--- config.mk ---
export PLATFORM = sky130hd
export DESIGN_NAME = trackball_counter
export DESIGN_NICKNAME = d
export VERILOG_FILES = /design/src/rtl/trackball_counter.sv
export SDC_FILE = /design/constraint.sdc
export NUM_CORES = 1
export LEC_CHECK = 0
export ABC_AREA = 1
export BUFFER_PORTS_ARGS = -buffer_cell sky130_fd_sc_hd__buf_2
export CORE_MARGIN = 8
export CORE_UTILIZATION = 52
export DETAILED_ROUTE_END_ITERATION = 7
export PLACE_DENSITY = 0.85
export SYNTH_ARGS = -nofsm -noshare
export SYNTH_HDL_FRONTEND = slang
export SYNTH_SLANG_ARGS = --single-unit
--- constraint.sdc ---
create_clock -name clk -period 1.6 [get_ports clk]
set_input_delay 0.08 -clock clk [delete_from_list [all_inputs] [get_ports clk]]
set_output_delay 0.08 -clock clk [all_outputs]
set_load 0.05 [all_outputs]
--- src/rtl/trackball_counter.sv ---
// trackball_counter: synchronised up/down trackball axis counters with a CPU snapshot read port.
// Define TRACKBALL_DEBOUNCE_EN to insert a stable-level filter after the synchronisers.
module trackball_counter #(
    parameter int SYNC_STAGES     = 2,
    parameter int CNT_WIDTH       = 8,
    parameter int DEBOUNCE_CYCLES = 4
) (
    input  logic                 clk,
    input  logic                 reset_n,
    input  logic                 h_dir_in,
    input  logic                 h_clk_in,
    input  logic                 v_dir_in,
    input  logic                 v_clk_in,
    input  logic                 flip,
    input  logic                 latch,
    input  logic                 rd,
    input  logic                 sel,
    output logic [CNT_WIDTH-1:0] dout,
    output logic [CNT_WIDTH-1:0] h_count,
    output logic [CNT_WIDTH-1:0] v_count
);
`ifdef TRACKBALL_DEBOUNCE_EN
    localparam bit DEBOUNCE_ON = 1'b1;
`else
    localparam bit DEBOUNCE_ON = 1'b0;
`endif
    localparam int ARM_CYCLES = SYNC_STAGES + 1 + (DEBOUNCE_ON ? DEBOUNCE_CYCLES : 0);
    localparam int AW = $clog2(ARM_CYCLES + 1);

    // Bit order everywhere: {v_clk, v_dir, h_clk, h_dir}
    logic [3:0]           sync_q [SYNC_STAGES];
    logic [3:0]           sync_d [SYNC_STAGES];
    logic [3:0]           clean;
    logic [1:0]           prev_q, prev_d;
    logic [AW-1:0]        arm_q, arm_d;
    logic                 armed, h_rise, v_rise;
    logic [CNT_WIDTH-1:0] h_cnt_q, h_cnt_d, v_cnt_q, v_cnt_d;
    logic [CNT_WIDTH-1:0] snap_h_q, snap_h_d, snap_v_q, snap_v_d;
    logic [CNT_WIDTH-1:0] dout_q, dout_d;

    always_comb begin
        sync_d[0] = {v_clk_in, v_dir_in, h_clk_in, h_dir_in};
        for (int i = 1; i < SYNC_STAGES; i++) sync_d[i] = sync_q[i-1];
    end

`ifdef TRACKBALL_DEBOUNCE_EN
    localparam int DW = $clog2(DEBOUNCE_CYCLES + 1);
    logic [3:0]    filt_q, filt_d;
    logic [DW-1:0] db_cnt_q [4];
    logic [DW-1:0] db_cnt_d [4];

    // Output follows the input only once it has differed for DEBOUNCE_CYCLES samples in a row
    always_comb begin
        for (int i = 0; i < 4; i++) begin
            filt_d[i]   = filt_q[i];
            db_cnt_d[i] = '0;
            if (sync_q[SYNC_STAGES-1][i] != filt_q[i]) begin
                if (db_cnt_q[i] == DW'(DEBOUNCE_CYCLES - 1)) filt_d[i] = sync_q[SYNC_STAGES-1][i];
                else db_cnt_d[i] = db_cnt_q[i] + 1'b1;
            end
        end
    end

    always_ff @(posedge clk or negedge reset_n) begin
        if (!reset_n) begin
            filt_q <= '0;
            for (int i = 0; i < 4; i++) db_cnt_q[i] <= '0;
        end else begin
            filt_q <= filt_d;
            for (int i = 0; i < 4; i++) db_cnt_q[i] <= db_cnt_d[i];
        end
    end

    assign clean = filt_q;
`else
    assign clean = sync_q[SYNC_STAGES-1];
`endif

    assign armed  = arm_q == AW'(ARM_CYCLES);
    assign h_rise = armed & clean[1] & ~prev_q[0];
    assign v_rise = armed & clean[3] & ~prev_q[1];

    always_comb begin
        arm_d    = armed ? arm_q : arm_q + 1'b1;
        prev_d   = {clean[3], clean[1]};
        h_cnt_d  = h_rise ? ((clean[0] ^ flip) ? h_cnt_q - 1'b1 : h_cnt_q + 1'b1) : h_cnt_q;
        v_cnt_d  = v_rise ? ((clean[2] ^ flip) ? v_cnt_q - 1'b1 : v_cnt_q + 1'b1) : v_cnt_q;
        snap_h_d = latch ? h_cnt_q : snap_h_q;
        snap_v_d = latch ? v_cnt_q : snap_v_q;
        dout_d   = rd ? (sel ? snap_v_q : snap_h_q) : dout_q;
    end

    always_ff @(posedge clk or negedge reset_n) begin
        if (!reset_n) begin
            for (int i = 0; i < SYNC_STAGES; i++) sync_q[i] <= '0;
            prev_q   <= '0;
            arm_q    <= '0;
            h_cnt_q  <= '0;
            v_cnt_q  <= '0;
            snap_h_q <= '0;
            snap_v_q <= '0;
            dout_q   <= '0;
        end else begin
            for (int i = 0; i < SYNC_STAGES; i++) sync_q[i] <= sync_d[i];
            prev_q   <= prev_d;
            arm_q    <= arm_d;
            h_cnt_q  <= h_cnt_d;
            v_cnt_q  <= v_cnt_d;
            snap_h_q <= snap_h_d;
            snap_v_q <= snap_v_d;
            dout_q   <= dout_d;
        end
    end

    assign dout    = dout_q;
    assign h_count = h_cnt_q;
    assign v_count = v_cnt_q;
endmodule

==> results of run 1 <==
-- cells by family after synthesis --
kind of cell / Yosys count / synth area share
xor+xnor: 6 / 0.02001
compound gates: 38 / 0.08671
simple gates: 138 / 0.2363
flops: 52 / 0.4955
fa+ha+maj: 15 / 0.07718
buf+inv: 39 / 0.05860
mux: 6 / 0.02572
-- critical path: cells and delay by family, from the launching register on --
kind / cells / cell delay (ns)
and+or+nand+nor: 6 / 0.57
DFF: 1 / 0.42
adders and majority gates: 1 / 0.34
AOI/OAI and AO/OA: 1 / 0.16
buffers and inverters: 1 / 0.05
-- metal layers --
layer | track usage | routed length [um] | up-vias
li1 | - | - | 1050
met4 | 0.04695 | 83 | 0
met3 | 0.04151 | 310 | 10
met1 | 0.1710 | 2466 | 997
met5 | 0 | 0 | -
met2 | 0.2776 | 2846 | 48
-- report_power, final --
group,switching [mW],leakage [nW],internal [mW]
combinational,2.26,0.988,1.43
sequential,0.413,0.614,1.76
clock,0.439,0.0516,0.354
total,3.11,1.65,3.55
-- registers in the layout (all words and copies together) (netlist names) --
register / count
dout: 8
h_count: 8
snap_h_q: 8
snap_v_q: 8
v_count: 8
clean: 4
sync_d: 4
arm_q: 2
prev_q: 2
-- how the worst max path moves through the flow --
stage / start / to / cells past startpoint
detailed placement: clean[2]$_DFF_PN0_ / v_count[3]$_DFFE_PN0P_ / 8
floorplan: v_count[4]$_DFFE_PN0P_ / v_count[7]$_DFFE_PN0P_ / 7
CTS: clean[2]$_DFF_PN0_ / v_count[4]$_DFFE_PN0P_ / 9
global route: clean[2]$_DFF_PN0_ / v_count[6]$_DFFE_PN0P_ / 10
finish: clean[2]$_DFF_PN0_ / v_count[7]$_DFFE_PN0P_ / 9
global placement: clean[2]$_DFF_PN0_ / v_count[7]$_DFFE_PN0P_ / 10
-- stage by stage --
step / setup TNS [ns] / total power, mW / setup WS (ns)
floorplan: 0 / 4.470 / 0.001990
global placement: -0.06751 / 5.351 / -0.02588
detailed placement: -0.5224 / 5.466 / -0.08171
CTS: -0.09757 / 6.429 / -0.03018
global route: -1.160 / 7.142 / -0.1517
finish: -0.1496 / 6.666 / -0.03652
-- layout by cell type (no fill, tap or decap), types with 2 or more instances in the layout --
| cell | n |
|---|---|
| inv_2 | 4 |
| nand3_1 | 15 |
| clkbuf_8 | 6 |
| buf_4 | 15 |
| o21ai_0 | 17 |
| ha_1 | 4 |
| o211ai_1 | 5 |
| nand2_8 | 2 |
| dlygate4sd3_1 | 5 |
| xnor2_2 | 2 |
| and2_4 | 3 |
| dfrtp_2 | 7 |
| mux2_2 | 6 |
| nand2_2 | 11 |
| ha_4 | 9 |
| xor2_1 | 2 |
| nor2_2 | 4 |
| xnor2_1 | 2 |
| or2_1 | 2 |
| inv_1 | 29 |
| dfrtp_1 | 45 |
| o21ai_2 | 6 |
| a21oi_1 | 7 |
| fa_2 | 2 |
| buf_2 | 33 |
| nand2_1 | 81 |
| nand3b_1 | 6 |
| nor2_1 | 10 |
-- timing repair --
item,in CTS,in global routing
hold buffers,5,0
gates resized for setup,17,17
hold endpoints to repair,24,0
endpoints found under the setup margin,10,12
pin swaps,3,8
-- cell type report --
cell class | count | area (um2) | area share
flip-flops and latches | 52 | 1310 | 0.3904
multi-input cells | 203 | 1384 | 0.4124
inverters | 34 | 130.1 | 0.03878
well taps | 70 | 87.58 | 0.02610
clock buffers | 6 | 82.58 | 0.02461
clock inverters | 2 | 13.76 | 0.004101
repair buffers | 54 | 347.8 | 0.1037
==> impl_metrics.json, run 1 <==
{
  "status": "complete, but fails checks",
  "violations": "negative setup slack",
  "cts_buffers": 5,
  "min_period_ns": 1.637,
  "yosysTopAreaCell": "dfrtp_1",
  "wirelength_um": 5707,
  "hold_path.class": "in2reg",
  "synth_cells": 294,
  "power_density_nw_per_um2": 1986,
  "synth_fp_nets": 319,
  "drtPass1Iterations": 4,
  "crit_slowest_cell": "dfrtp_1",
  "worstHoldStart": "sel",
  "n_fill_cell": 391,
  "synth_warnings": 0,
  "synth_top_cell_area_share": 0.4955,
  "initial_core_util": 0.5277,
  "core_area_um2": 4977,
  "gp_congestion": 0.8856,
  "fin_nets": 375,
  "min_to": "dout[7]$_DFFE_PN0P_",
  "drtIter0Drc": 115,
  "irDropWorstVdd_v": 0.001246,
  "final_cell_area_um2": 3356,
  "critPathLaunchType": "flop",
  "synth-main-ff-cell": "dfrtp_1",
  "netlist_area_um2": 2626,
  "cts_setup_buffers": 0,
  "synth_edf_count": 0,
  "final_util": 0.6742,
  "grt_pass1_vias": 2123,
  "critPathCaptureType": "flop",
  "synthDistinctLibCells": 26,
  "wl_per_cell_um": 13.56,
  "dieWidth_um": 87.07,
  "final-instance-count-excl-fill": 421,
  "fin_crit_sh": 1.023,
  "dpl_cell_area_um2": 3002,
  "hold_viol": 0,
  "synth.most_common_cell": "nand2_1",
  "worst_slack_ns": -0.03652,
  "leakagePower_nw": 1.654,
  "regToRegSetupSlack_ns": -0.04,
  "critPathArrivalTime_ns": 1.83,
  "num_vias": 2105,
  "placed_cells": 408,
  "synth-async-reset-ratio": 1.000,
  "num_antenna_cells": 0,
  "rows": 26,
  "clkTransAtPathRegs_ns": 0.10,
  "drive_gt1_frac": 0.3419,
  "grt_max_degree": 33,
  "io_pins": 34,
  "setup_viol_count_final": 6,
  "die_h_um": 87.07,
  "timing.hold.ws_ns": 0.1503,
  "yosys-top-cells-count": "nand2_1 (90), dfrtp_1 (52), inv_1 (31)",
  "overflow": 0,
  "antenna_found_initial": 0,
  "worstRegToRegCells": 9,
  "crit_fanout": 7,
  "antenna_left": 0,
  "max_freq_mhz": 611.1,
  "crit_path_max_incr_delay_ns": 0.42,
  "tightest_slew_ns": 0.4985,
  "cp_cell_sequence": "nand2_2 -> nand2_8 -> ha_1 -> nand2_1 -> inv_1 -> a21oi_2 -> nand3_1 -> nand3_1 -> nand2_1",
  "via_per_inst": 5.000,
  "reg2reg_to": "v_count[7]$_DFFE_PN0P_",
  "critPathKind": "reg2reg",
  "max-cap-violations": 0,
  "drc_errors": 0,
  "syn2layout_area_growth_pct": 27.78,
  "cts_buffer_depth": 2,
  "synth_area_leaders": "dfrtp_1 (50%), nand2_1 (13%), ha_1 (6.2%), inv_1 (4.4%), o21ai_0 (3.2%)",
  "syn_area_per_cell_um2": 8.933,
  "ys_seq_elements": 52,
  "synth-seq-area-share": 0.4955,
  "r2r_start": "clean[2]$_DFF_PN0_",
  "insertion_delay_ns": 0.31,
  "slew_violations": 0,
  "relSlewSlack": 0.6676,
  "port_buffers": 33,
  "dp_hpwl_um": 3922,
  "grt_first_pass_wirelength_um": 9308,
  "crit_required_ns": 1.79,
  "grt_usage": 0.1539,
  "die_area_um2": 7580,
  "skew_ns": 0.01287,
  "rsz0062_at_grt": "yes",
  "tritoncts": "built",
  "holdPathStages": 3,
  "htree_levels": 2,
  "cts-root-buf": "clkbuf_8",
  "clock_sinks": 52
}
(Power assumes the default switching activity.)
==> run 2: changes to the inputs <==
--- a/config.mk
+++ b/config.mk
@@ -5,12 +5,11 @@
 export SDC_FILE = /design/constraint.sdc
 export NUM_CORES = 1
 export LEC_CHECK = 0
-export ABC_AREA = 1
 export BUFFER_PORTS_ARGS = -buffer_cell sky130_fd_sc_hd__buf_2
 export CORE_MARGIN = 8
-export CORE_UTILIZATION = 52
+export CORE_UTILIZATION = 51
 export DETAILED_ROUTE_END_ITERATION = 7
-export PLACE_DENSITY = 0.85
+export PLACE_DENSITY = 0.84
 export SYNTH_ARGS = -nofsm -noshare
 export SYNTH_HDL_FRONTEND = slang
 export SYNTH_SLANG_ARGS = --single-unit
==> run 2 against run 1 <==
The flow still finishes with violations (negative setup slack). Design area rose by 3.6%. Combinational power rose by 27%. Routed wire length rose by 6.3%. Synthesized area fell by 4.2%. Die area fell by 1.9%. Count of clock-buffer cells in the layout rose by 2. Critical endpoint is now h_count[7]$_DFFE_PN0P_.
==> impl_metrics.json, run 2 <==
{
  "status": "complete, but fails checks",
  "violations": "negative setup slack",
  "ys_seq_elements": 52,
  "drtPass1Iterations": 4,
  "synth_edf_count": 0,
  "skew_ns": 0.006057,
  "gp_congestion": 0.8901,
  "fin_total_pwr_mw": 7.712,
  "layout_commonest_cell": "dfrtp_1",
  "synth_top_cell_area_share": 0.5172,
  "num_vias": 1868,
  "max_freq_mhz": 464.8,
  "clock_sinks": 52,
  "io_pins": 34,
  "grt_first_pass_wirelength_um": 9370,
  "yosys-top-cells-count": "dfrtp_1 (52), mux2_2 (19), a21oi_1 (16), nand2_1 (16), o21ai_0 (16)",
  "r2r_start": "clean[0]$_DFF_PN0_",
  "dieWidth_um": 86.24,
  "worstRegToRegCells": 8,
  "synth_top_family_by_area": "compound AO/OA/AOI/OAI gates",
  "irDropWorstVdd_v": 0.001175,
  "synth_warnings": 0,
  "min_to": "dout[6]$_DFFE_PN0P_",
  "initial_core_util": 0.5292,
  "synth-async-reset-ratio": 1.000,
  "cts_buffer_depth": 2,
  "critPathCaptureType": "flop",
  "synth_cells": 212,
  "synth_compound_area_frac": 0.1323,
  "wl_per_cell_um": 16.81,
  "relSlewSlack": 0.7114,
  "power_density_nw_per_um2": 2219,
  "clkTransAtPathRegs_ns": 0.09,
  "synthMuxAreaShare": 0.1248,
  "yosysTopAreaCell": "dfrtp_1",
  "antenna_left": 0,
  "port_buffers": 33,
  "tritoncts": "built",
  "rows": 25,
  "crit_required_ns": 1.78,
  "antenna_found_initial": 0,
  "critPathLaunchType": "flop",
  "placed_cells": 344,
  "worst_slack_ns": -0.5516,
  "leakagePower_nw": 1.549,
  "synth-main-ff-cell": "dfrtp_1",
  "rsz0062_at_grt": "yes",
  "cts-root-buf": "clkbuf_8",
  "final-instance-count-excl-fill": 361,
  "worstHoldStart": "rd",
  "drtIter0Drc": 99,
  "reg2reg_to": "h_count[7]$_DFFE_PN0P_",
  "slew_violations": 0,
  "synth-xor-area-share": 0.05917,
  "crit_slowest_cell": "dfrtp_1",
  "regToRegSetupSlack_ns": -0.55,
  "grt_max_degree": 53,
  "timing.hold.ws_ns": 0.1638,
  "crit_path_max_incr_delay_ns": 0.41,
  "syn_area_per_cell_um2": 11.87,
  "overflow": 0,
  "drc_errors": 0,
  "syn2layout_area_growth_pct": 38.14,
  "max-cap-violations": 0,
  "critPathArrivalTime_ns": 2.33,
  "setup_viol_count_final": 14,
  "fin_crit_sh": 1.345,
  "die_h_um": 86.24,
  "holdPathStages": 2,
  "cp_top_family": "compound AO/OA/AOI/OAI gates",
  "synth_area_leaders": "dfrtp_1 (52%), mux2_2 (8.5%), ha_1 (6.5%), xnor2_1 (4.5%), mux2i_1 (4.0%)",
  "cp_cell_sequence": "xnor2_2 -> inv_4 -> ha_4 -> a211oi_4 -> nor3_1 -> o21ai_1 -> mux2i_1 -> o32ai_2",
  "die_area_um2": 7437,
  "tightest_slew_ns": 0.4330,
  "crit_fanout": 8,
  "grt_usage": 0.1605,
  "synthDistinctLibCells": 27,
  "htree_levels": 2,
  "cp_num_buf_inv": 1,
  "via_per_inst": 5.175,
  "final_cell_mix": "dfrtp_1 (46), buf_4 (39), buf_2 (33), mux2_2 (19), nand2_1 (16)",
  "grt_pass1_vias": 1961,
  "synth_fa_ha_area_frac": 0.08056,
  "wirelength_um": 6068,
  "synthSimpleGateAreaFrac": 0.06266,
  "critPathKind": "reg2reg",
  "synth-seq-area-share": 0.5172,
  "insertion_delay_ns": 0.31,
  "synth.most_common_cell": "dfrtp_1",
  "n_fill_cell": 323,
  "num_antenna_cells": 0,
  "hold_viol": 0,
  "fin_nets": 318,
  "synth_fp_nets": 237,
  "netlist_area_um2": 2516,
  "dp_hpwl_um": 4087,
  "hold_path.class": "in2reg",
  "core_area_um2": 4755,
  "cts_buffers": 5,
  "drive_gt1_frac": 0.5000,
  "min_period_ns": 2.152
}
-- run 2: cell count changes after synthesis, moves of 6 or more --
cell     change
a21oi_1      +7
o21ai_2      -6
inv_1       -23
mux2i_1     +10
mux2_2      +13
nand3_1     -15
nor2_1       -6
o21ai_1      +6
xnor2_1      +9
nand2_1     -74
-- run 2: worst max-delay path by stage --
| stage | startpoint | endpoint | slack [ns] | cells after the start |
|---|---|---|---|---|
| 3_5_place_dp | clean[2]$_DFF_PN0_ | v_count[7]$_DFFE_PN0P_ | -0.44 | 8 |
| 3_3_place_gp | clean[2]$_DFF_PN0_ | v_count[7]$_DFFE_PN0P_ | -0.34 | 8 |
| 4_1_cts | clean[0]$_DFF_PN0_ | h_count[7]$_DFFE_PN0P_ | -0.41 | 8 |
| 6_report | clean[0]$_DFF_PN0_ | h_count[7]$_DFFE_PN0P_ | -0.55 | 8 |
| 5_1_grt | clean[0]$_DFF_PN0_ | h_count[7]$_DFFE_PN0P_ | -0.61 | 8 |
| 2_1_floorplan | clean[0]$_DFF_PN0_ | h_count[7]$_DFFE_PN0P_ | -0.31 | 8 |
-- run 2: final cells by class --
cell class / instances / area, um2 / area share
Sequential cell: 52 / 1309 / 0.3765
Inverter: 8 / 35.03 / 0.01008
Tap cell: 67 / 83.83 / 0.02412
Multi-Input combinational cell: 145 / 1396 / 0.4017
Clock buffer: 8 / 90.09 / 0.02592
Timing Repair Buffer: 81 / 561.8 / 0.1616
-- run 2: metrics by stage --
| stage | cell area, um2 | utilization | TNS, ns | setup slack [ns] |
|---|---|---|---|---|
| 2_1_floorplan | 2650 | - | -1.684 | -0.3134 |
| 3_3_place_gp | 3176 | 0.6679 | -2.140 | -0.3358 |
| 3_5_place_dp | 3176 | 0.6679 | -2.869 | -0.4406 |
| 4_1_cts | 3420 | 0.7192 | -2.411 | -0.4110 |
| 5_1_grt | 3476 | 0.7311 | -3.948 | -0.6120 |
| 6_report | 3476 | 0.7311 | -2.851 | -0.5516 |
-- run 2: logic make-up after synthesis --
group,count (synthesis)
multiplexers,29
flip-flops,52
adder cells (fa/ha/maj),15
AO/OA/AOI/OAI,50
buffers and inverters,15
AND/OR/NAND/NOR,34
XOR/XNOR,17
-- run 2: power by group --
| part | leakage (nW) | internal, mW | switching [mW] | total (mW) |
|---|---|---|---|---|
| combinational | 0.897 | 2.07 | 2.64 | 4.71 |
| clock | 0.0455 | 0.354 | 0.421 | 0.774 |
| sequential | 0.606 | 1.82 | 0.406 | 2.23 |
| total | 1.55 | 4.25 | 3.47 | 7.71 |
-- run 2: timing repair --
item,in CTS,in global routing
pin swaps,13,7
endpoints found under the hold margin,56,0
resized for setup,21,11
hold buffers,5,0
setup buffers,2,2
endpoints found under the setup margin,12,14
cloned,0,0
-- run 2: per-layer routing --
metal	track usage	share of wire	up-vias
li1	-	-	912
met1	0.1903	0.43	898
met2	0.2666	0.50	44
met3	0.05293	0.048	14
met4	0.05477	0.028	0
met5	0	0	-
